--- config.mk ---
export PLATFORM = sky130hd
export DESIGN_NAME = vga_sync_module
export DESIGN_NICKNAME = d
export VERILOG_FILES = /design/src/rtl/vga_timing_pkg.sv /design/src/rtl/sync_delay_line.sv /design/src/rtl/vga_sync_module.sv
export SDC_FILE = /design/constraint.sdc
export NUM_CORES = 1
export LEC_CHECK = 0
export CAP_MARGIN = 20
export CORE_MARGIN = 2
export CORE_UTILIZATION = 45
export DETAILED_ROUTE_END_ITERATION = 7
export PLACE_DENSITY = 0.66
export SYNTH_ARGS = -nofsm -noshare
export SYNTH_HDL_FRONTEND = slang
export SYNTH_SLANG_ARGS = --single-unit
export TNS_END_PERCENT = 100
--- constraint.sdc ---
create_clock -name clk -period 3.1 [get_ports clk]
set_input_delay 0.93 -clock clk [delete_from_list [all_inputs] [get_ports clk]]
set_output_delay 0.93 -clock clk [all_outputs]
set_load 0.05 [all_outputs]
--- src/rtl/vga_timing_pkg.sv ---
// VGA raster timing constants and decode bundle.
// Defaults are 800x600@72 on a 50 MHz pixel clock.
package vga_timing_pkg;

  localparam int ADDR_W = 11;

  localparam int H_SYNC_DEF   = 120;
  localparam int H_BACK_DEF   = 64;
  localparam int H_ACTIVE_DEF = 800;
  localparam int H_FRONT_DEF  = 56;
  localparam int V_SYNC_DEF   = 6;
  localparam int V_BACK_DEF   = 23;
  localparam int V_ACTIVE_DEF = 600;
  localparam int V_FRONT_DEF  = 37;

  localparam int H_TOTAL_DEF =
    H_SYNC_DEF + H_BACK_DEF + H_ACTIVE_DEF + H_FRONT_DEF;
  localparam int V_TOTAL_DEF =
    V_SYNC_DEF + V_BACK_DEF + V_ACTIVE_DEF + V_FRONT_DEF;
  localparam int H_START_DEF = H_SYNC_DEF + H_BACK_DEF;
  localparam int V_START_DEF = V_SYNC_DEF + V_BACK_DEF;

  typedef struct packed {
    logic              hs;
    logic              vs;
    logic              active;
    logic              fs;
    logic [ADDR_W-1:0] col;
    logic [ADDR_W-1:0] row;
  } vga_dec_t;

endpackage

--- src/rtl/sync_delay_line.sv ---
// Fixed-depth shift register for the {vsync,hsync} pair.
// Depth 0 degenerates to a wire.
module sync_delay_line #(
  parameter int         DEPTH   = 2,
  parameter logic [1:0] RST_VAL = 2'b11
) (
  input  logic       clk,
  input  logic       rst_n,
  input  logic [1:0] d_i,
  output logic [1:0] d_o
);

  if (DEPTH == 0) begin : g_pass
    assign d_o = d_i;
  end else begin : g_pipe
    logic [1:0] stage_q [DEPTH];

    // shift sync levels; reset loads the deasserted level
    always_ff @(posedge clk or negedge rst_n) begin
      if (!rst_n) begin
        for (int i = 0; i < DEPTH; i++) stage_q[i] <= RST_VAL;
      end else begin
        stage_q[0] <= d_i;
        for (int i = 1; i < DEPTH; i++) stage_q[i] <= stage_q[i-1];
      end
    end

    assign d_o = stage_q[DEPTH-1];
  end

endmodule

--- src/rtl/vga_sync_module.sv ---
// Free-running VGA raster counter with registered decode.
// Sync outputs are delayed to match the colour mixer pipeline.
module vga_sync_module
  import vga_timing_pkg::*;
#(
  parameter int   H_SYNC     = H_SYNC_DEF,
  parameter int   H_BACK     = H_BACK_DEF,
  parameter int   H_ACTIVE   = H_ACTIVE_DEF,
  parameter int   H_FRONT    = H_FRONT_DEF,
  parameter int   V_SYNC     = V_SYNC_DEF,
  parameter int   V_BACK     = V_BACK_DEF,
  parameter int   V_ACTIVE   = V_ACTIVE_DEF,
  parameter int   V_FRONT    = V_FRONT_DEF,
  parameter logic SYNC_POL   = 1'b0,
  parameter int   PIPE_DELAY = 2
) (
  input  logic              clk,
  input  logic              rst_n,
  output logic              hsync_out,
  output logic              vsync_out,
  output logic              sync_ready_sig,
  output logic [ADDR_W-1:0] column_addr_sig,
  output logic [ADDR_W-1:0] row_addr_sig,
  output logic              frame_start
);

  localparam int H_TOTAL = H_SYNC + H_BACK + H_ACTIVE + H_FRONT;
  localparam int V_TOTAL = V_SYNC + V_BACK + V_ACTIVE + V_FRONT;
  localparam int H_START = H_SYNC + H_BACK;
  localparam int V_START = V_SYNC + V_BACK;

  localparam logic [ADDR_W-1:0] H_LAST = ADDR_W'(H_TOTAL - 1);
  localparam logic [ADDR_W-1:0] V_LAST = ADDR_W'(V_TOTAL - 1);
  localparam logic [ADDR_W-1:0] H_SY   = ADDR_W'(H_SYNC);
  localparam logic [ADDR_W-1:0] V_SY   = ADDR_W'(V_SYNC);
  localparam logic [ADDR_W-1:0] H_BEG  = ADDR_W'(H_START);
  localparam logic [ADDR_W-1:0] V_BEG  = ADDR_W'(V_START);
  localparam logic [ADDR_W-1:0] H_END  = ADDR_W'(H_START + H_ACTIVE);
  localparam logic [ADDR_W-1:0] V_END  = ADDR_W'(V_START + V_ACTIVE);

  localparam logic       DEASSERT = ~SYNC_POL;
  localparam logic [1:0] SYNC_RST = {DEASSERT, DEASSERT};

  logic [ADDR_W-1:0] h_cnt_q, h_cnt_d;
  logic [ADDR_W-1:0] v_cnt_q, v_cnt_d;
  vga_dec_t          dec_q, dec_d;
  logic              h_act, v_act;
  logic [1:0]        sync_dly;

  // raster counters: h every clock, v on each line wrap
  always_comb begin
    h_cnt_d = h_cnt_q + 1'b1;
    v_cnt_d = v_cnt_q;
    if (h_cnt_q == H_LAST) begin
      h_cnt_d = '0;
      v_cnt_d = (v_cnt_q == V_LAST) ? '0 : v_cnt_q + 1'b1;
    end
  end

  // counter state
  always_ff @(posedge clk or negedge rst_n) begin
    if (!rst_n) begin
      h_cnt_q <= '0;
      v_cnt_q <= '0;
    end else begin
      h_cnt_q <= h_cnt_d;
      v_cnt_q <= v_cnt_d;
    end
  end

  // position decode; sync levels already carry polarity
  always_comb begin
    h_act        = (h_cnt_q >= H_BEG) && (h_cnt_q < H_END);
    v_act        = (v_cnt_q >= V_BEG) && (v_cnt_q < V_END);
    dec_d        = '0;
    dec_d.hs     = (h_cnt_q < H_SY) ? SYNC_POL : DEASSERT;
    dec_d.vs     = (v_cnt_q < V_SY) ? SYNC_POL : DEASSERT;
    dec_d.active = h_act && v_act;
    dec_d.fs     = (h_cnt_q == '0) && (v_cnt_q == '0);
    if (dec_d.active) begin
      dec_d.col = h_cnt_q - H_BEG;
      dec_d.row = v_cnt_q - V_BEG;
    end
  end

  // one decode stage, all outputs coincident
  always_ff @(posedge clk or negedge rst_n) begin
    if (!rst_n) begin
      dec_q    <= '0;
      dec_q.hs <= DEASSERT;
      dec_q.vs <= DEASSERT;
    end else begin
      dec_q <= dec_d;
    end
  end

  sync_delay_line #(
    .DEPTH   (PIPE_DELAY),
    .RST_VAL (SYNC_RST)
  ) u_dly (
    .clk   (clk),
    .rst_n (rst_n),
    .d_i   ({dec_q.vs, dec_q.hs}),
    .d_o   (sync_dly)
  );

  assign hsync_out       = sync_dly[0];
  assign vsync_out       = sync_dly[1];
  assign sync_ready_sig  = dec_q.active;
  assign column_addr_sig = dec_q.col;
  assign row_addr_sig    = dec_q.row;
  assign frame_start     = dec_q.fs;

endmodule
# Yosys cells after proc, flatten, opt, wreduce, memory -nomap -nowiden
# Cells that the tools add are included.
[word_totals]
wordCells = 33
output_inout_bits = 26
input_bits = 2
reg_bits = 52
[op_classes]
n_reduce_logical = 6
addsub = 4
n_lt_le_gt_ge = 6
muxes = 5
eq_ne = 2
[op_table]
columns = ["operator", "count"]
rows = [
  ["$add A11 B1 Y11 const B", 2],
  ["$logic_not A11 Y1", 2],
  ["$lt A11 B10 Y1 const B", 2],
  ["$mux W11", 2],
  ["$mux W22", 1],
  ["$eq A11 B10 Y1 const B", 1],
  ["$eq A11 B11 Y1 const B", 1],
  ["$ge A11 B5 Y1 const B", 1],
  ["$ge A11 B8 Y1 const B", 1],
  ["$lt A11 B3 Y1 const B", 1],
  ["$lt A11 B7 Y1 const B", 1],
  ["$sub A11 B5 Y11 const B", 1],
  ["$sub A11 B8 Y11 const B", 1],
  ["$logic_and A1 B1 Y1", 4],
  ["$mux W1", 2],
]

# Logic depth before layout (Yosys ltp)
[logic_depth]
ltp_word = 4
mapped_depth = 7
mapped_depth_nobuf = 6

# Modules after synthesis
# A second synthesis with hierarchy kept.
[unflattened]
hier_cells = 254
area_unflattened_um2 = 2778.9
[by_module_without_submodules]
columns = ["module", "area_each_um2", "cells_per_inst", "seq_area_each_um2", "instances"]
rows = [
  ["vga_sync_module", 2658.8, 248, 1203.7, 1],
  ["sync_delay_line", 120.1, 6, 105.1, 1],
]

# Worst setup path after synthesis
# OpenSTA, ideal clock, no wires.
[synth_path]
path_type = "reg2reg"
startpoint = "register v_cnt_q[1]"
endpoint = "register dec_q (netlist bit column_addr_sig[4])"
path_buffers = 1
required_time_ns = 3.020
setup_time_ns = 0.080
synth_period_minus_slack_ns = 1.841
t_arrival_ns = 1.761
setup_slack_ns = 1.259
path_stages_with_launch = 8
cell_sequence = "dfrtp_1 -> inv_1 -> ha_1 -> or4b_4 -> a31oi_4 -> nor2_4 -> buf_6 -> nor3b_2"
[synth_rtl]
columns = ["element", "line", "source"]
rows = [
  ["start: declaration", "vga_sync_module.sv:45", "logic [ADDR_W-1:0] v_cnt_q, v_cnt_d;"],
  ["start signal: assignment", "vga_sync_module.sv:67", "v_cnt_q <= v_cnt_d;"],
  ["end: declaration", "vga_sync_module.sv:46", "vga_dec_t dec_q, dec_d;"],
]

# Worst setup path in the final report
[layout_path]
startpoint = "register u_dly.g_pipe.stage_q (netlist bit u_dly.d_o[0])"
endpoint = "output port hsync_out"
[layout_rtl]
columns = ["element", "line", "source"]
rows = [
  ["start: declaration", "sync_delay_line.sv:16", "logic [1:0] stage_q [DEPTH];"],
  ["end: declaration", "vga_sync_module.sv:19", "output logic hsync_out,"],
]
# No word-level cell between the ends.

==> run_results.csv <==
group,metric,value,unit
status,status,"complete, no violations",
pwr,combPwrFrac,1.3,%
clock_tree,cts_root_buf,"clkbuf_8",
clock_tree,cts_tree,"yes",
sta,finalSetupViolCount,0,
logic_synthesis,syn_nets,262,
pwr,p_switching,0.228,mW
clock_tree,cts_resized,0,
floorplan,rows,28,
placement,io_buffers,27,
grt,grt_pass1_vias,1583,
grt,use_met2,23.6,%
worst_setup_path,worst_path_max_delay_cell,"clkdlybuf4s50_1",
drt,drc,0,
cells_and_area,area_growth_syn_to_layout,8.60,%
clock_tree,path_clk_slew,90,ps
grt,grt_max_degree,28,
logic_synthesis,synth-seq-area-share,47.4,%
grt,antenna_found_initial,0,
worst_setup_path,required,2170,ps
worst_setup_path,criticalPathCategory,"flip-flop to output pin",
cells_and_area,antenna_cells,0,
logic_synthesis,synth_top_flop_cell,"dfrtp_1",
sta,hold_viol,0,
placement,place.gp.congestion,0.850,
floorplan,die_h,82.4,um
worst_setup_path,critPathTopFamily,"buffers and inverters",
grt,gr-usage-met1,21.4,%
worst_setup_path,path_max_fanout,1,
sta,tns,0,ps
logic_synthesis,synth_most_common_cell,"dfrtp_1",
grt,grt_pass1_wl,7830,um
clock_tree,cts.sinks,52,
floorplan,die_w,82.4,um
worst_setup_path,worstPathCellList,"clkdlybuf4s50_1",
logic_synthesis,synth_area_leaders,"dfrtp_1, nor3_2, buf_4, dfstp_2, xnor2_1",
worst_setup_path,cp-start-kind,"flip-flop",
clock_tree,insertion_delay,300,ps
grt,grtUsageMet3,2.28,%
drt,vias,1701,
drt,viasPerCell,5.20,
grt,grt_use_total,15.2,%
floorplan,start_util,46.7,%
logic_synthesis,synthDistinctLibCells,48,
sta,rsz0062_at_grt,"false",
pwr,p_seq_share,57.8,%
logic_synthesis,synth-edff-count,0,
cells_and_area,drive_gt1_share,18.3,%
pwr,intPower,0.944,mW
worst_setup_path,end_kind,"output pin",
sta,slew_violations,0,
placement,hpwl,3360,um
hold_path,hold_class,"flip-flop to flip-flop",
cells_and_area,final_area,3000,um^2
worst_setup_path,r2r-start,"v_cnt_q[2]$_DFFE_PN0N_",
logic_synthesis,synth_common_cells,"dfrtp_1, buf_4, nor2_1",
sta,relSlewSlack,51.3,%
placement,place_area,2880,um^2
floorplan,coreArea,5920,um^2
pwr,p_clk_share,40.9,%
sta,worst_slew_pin_slew,729,ps
logic_synthesis,netlist.area_leader.share,41.6,%
clock_tree,post_cts.repair.setup_buffers,0,
floorplan,die-area,6780,um^2
cells_and_area,fill_cells,531,
clock_tree,h-tree-depth,2,
logic_synthesis,syn_area_per_cell,11.0,um^2
cells_and_area,fin_nets,261,
clock_tree,cts_max_path_buffers,2,
worst_setup_path,startpoint,"u_dly.d_o[0]$_DFF_PN1_",
pwr,p_per_area,391,nW/um^2
worst_setup_path,path_buf_inv,1,
drt,wirelength,4650,um
floorplan,io_pins,28,
flow_run,max_cap_viol_count,0,
pwr,p_leak,1.27,nW
logic_synthesis,synth_top_cell_by_area,"dfrtp_1",
grt,gr-max-usage-layer,"met2",
sta,fin_crit,2550,ps
sta,post-route-period-util,82.4,%
drt,drtIter0Drc,122,
logic_synthesis,synth_warnings,0,
sta,fmax,391,MHz
pwr,ir_drop,0.000228,V
sta,fin_worst_skew,5.21,ps
drt,wl_per_cell,14.2,um
logic_synthesis,syn_inst,252,
worst_setup_path,worstPathArrival,1620,ps
worst_setup_path,cpPeakStageDelay,790,ps
logic_synthesis,mappedNetlistArea,2760,um^2
drt,first_pass_iters,4,
hold_path,hold_start,"u_dly.g_pipe.stage_q[3]$_DFF_PN1_",
clock_tree,cts_buffers,5,
drt,antenna_left,0,
logic_synthesis,synth-seq-cells,52,
logic_synthesis,async_flop_share,100,%
pwr,swShare,19.5,%
grt,grt-ovfl-total,0,
clock_tree,hold_buffers,0,
cell type report:
cell class	instances	area, um^2	area share [%]
sequential	52	1310	43.6
multi-input combinational	157	1170	39.0
timing repair buffer	30	288	9.59
tap	75	93.8	3.13
clock buffer	6	82.6	2.75
clock inverter	2	38.8	1.29
inverter	5	18.8	0.625
worst register-to-register path, delay by kind of cell (launching register included):
| kind | cells | cell delay, ps |
|---|---|---|
| buffers and inverters | 1 | 300 |
| and+or+nand+nor | 1 | 300 |
| AOI/OAI and AO/OA | 3 | 1000 |
| DFF | 1 | 540 |
logic make-up after synthesis:
kind of cell             share of synthesized area, %
AND/OR/NAND/NOR                                  24.3
adder cells (fa/ha/maj)                          3.62
XOR/XNOR                                         8.24
AO/OA/AOI/OAI                                    5.43
multiplexers                                    0.770
buffers and inverters                            10.3
flip-flops                                       47.4
final timing paths:
check / to / slack, ps / cells after the start
max: hsync_out / 550 / 1
min: u_dly.d_o[1]$_DFF_PN1_ / 360 / 0
max reg2reg: column_addr_sig[7]$_DFF_PN0_ / 860 / 5
min reg2reg: u_dly.d_o[1]$_DFF_PN1_ / 360 / 0
max in group asynchronous: u_dly.d_o[0]$_DFF_PN1_ / 1810 / 2
min in group asynchronous: v_cnt_q[7]$_DFFE_PN0N_ / 610 / 1
layout by cell type, fill, tap and decap left out, types with 2 or more instances in the layout:
| master | n |
|---|---|
| nor4_1 | 3 |
| nor2_1 | 21 |
| o211a_1 | 2 |
| a21oi_1 | 5 |
| xnor2_1 | 15 |
| ha_1 | 8 |
| clkbuf_8 | 6 |
| nor3_2 | 18 |
| nor3_1 | 5 |
| dfstp_2 | 6 |
| and4_1 | 3 |
| nand3_1 | 9 |
| nand2_1 | 13 |
| a21o_1 | 2 |
| o21ai_0 | 4 |
| and2_1 | 2 |
| buf_4 | 3 |
| nor3b_1 | 2 |
| or3_1 | 3 |
| dfrtp_1 | 46 |
| inv_1 | 5 |
| nand4_1 | 7 |
| xor2_1 | 11 |
| clkdlybuf4s50_1 | 26 |
| and3_1 | 3 |
state kept, by name, indices dropped and copies added (netlist names):
| signal | flops |
|---|---|
| h_cnt_q | 11 |
| frame_start | 1 |
| sync_ready_sig | 1 |
| u_dly.d_o | 2 |
| v_cnt_q | 11 |
| u_dly.g_pipe.stage_q | 2 |
| dec_q | 2 |
| row_addr_sig | 11 |
| column_addr_sig | 11 |
per-layer routing:
metal	vias to the layer above	share of wire, %
met5	-	0
met4	0	1.7
met3	6	3.1
met2	31	46
met1	823	50
li1	841	-
per-stage QoR:
| stage | total power [mW] | hold slack [ps] | setup slack (ps) | std cells | utilization [%] |
|---|---|---|---|---|---|
| after global routing | 1.21 | 364 | 510 | 327 | 50.7 |
| after floorplan | 0.691 | 345 | 1260 | 252 | - |
| after global placement | 0.707 | 346 | 888 | 319 | 48.6 |
| after CTS | 1.19 | 361 | 524 | 327 | 50.7 |
| final | 1.17 | 359 | 545 | 327 | 50.7 |
| after detailed placement | 0.707 | 348 | 867 | 319 | 48.6 |
power groups by stage:
stage | clock network (mW) | registers, mW | logic, mW
after global placement | 0 | 0.691 | 0.0158
after CTS | 0.496 | 0.678 | 0.0161
after global routing | 0.513 | 0.678 | 0.0183
after floorplan | 0 | 0.691 | 0.000000601
final | 0.480 | 0.678 | 0.0147
after detailed placement | 0 | 0.691 | 0.0161
Note: power is estimated with default switching activity, not from simulation.
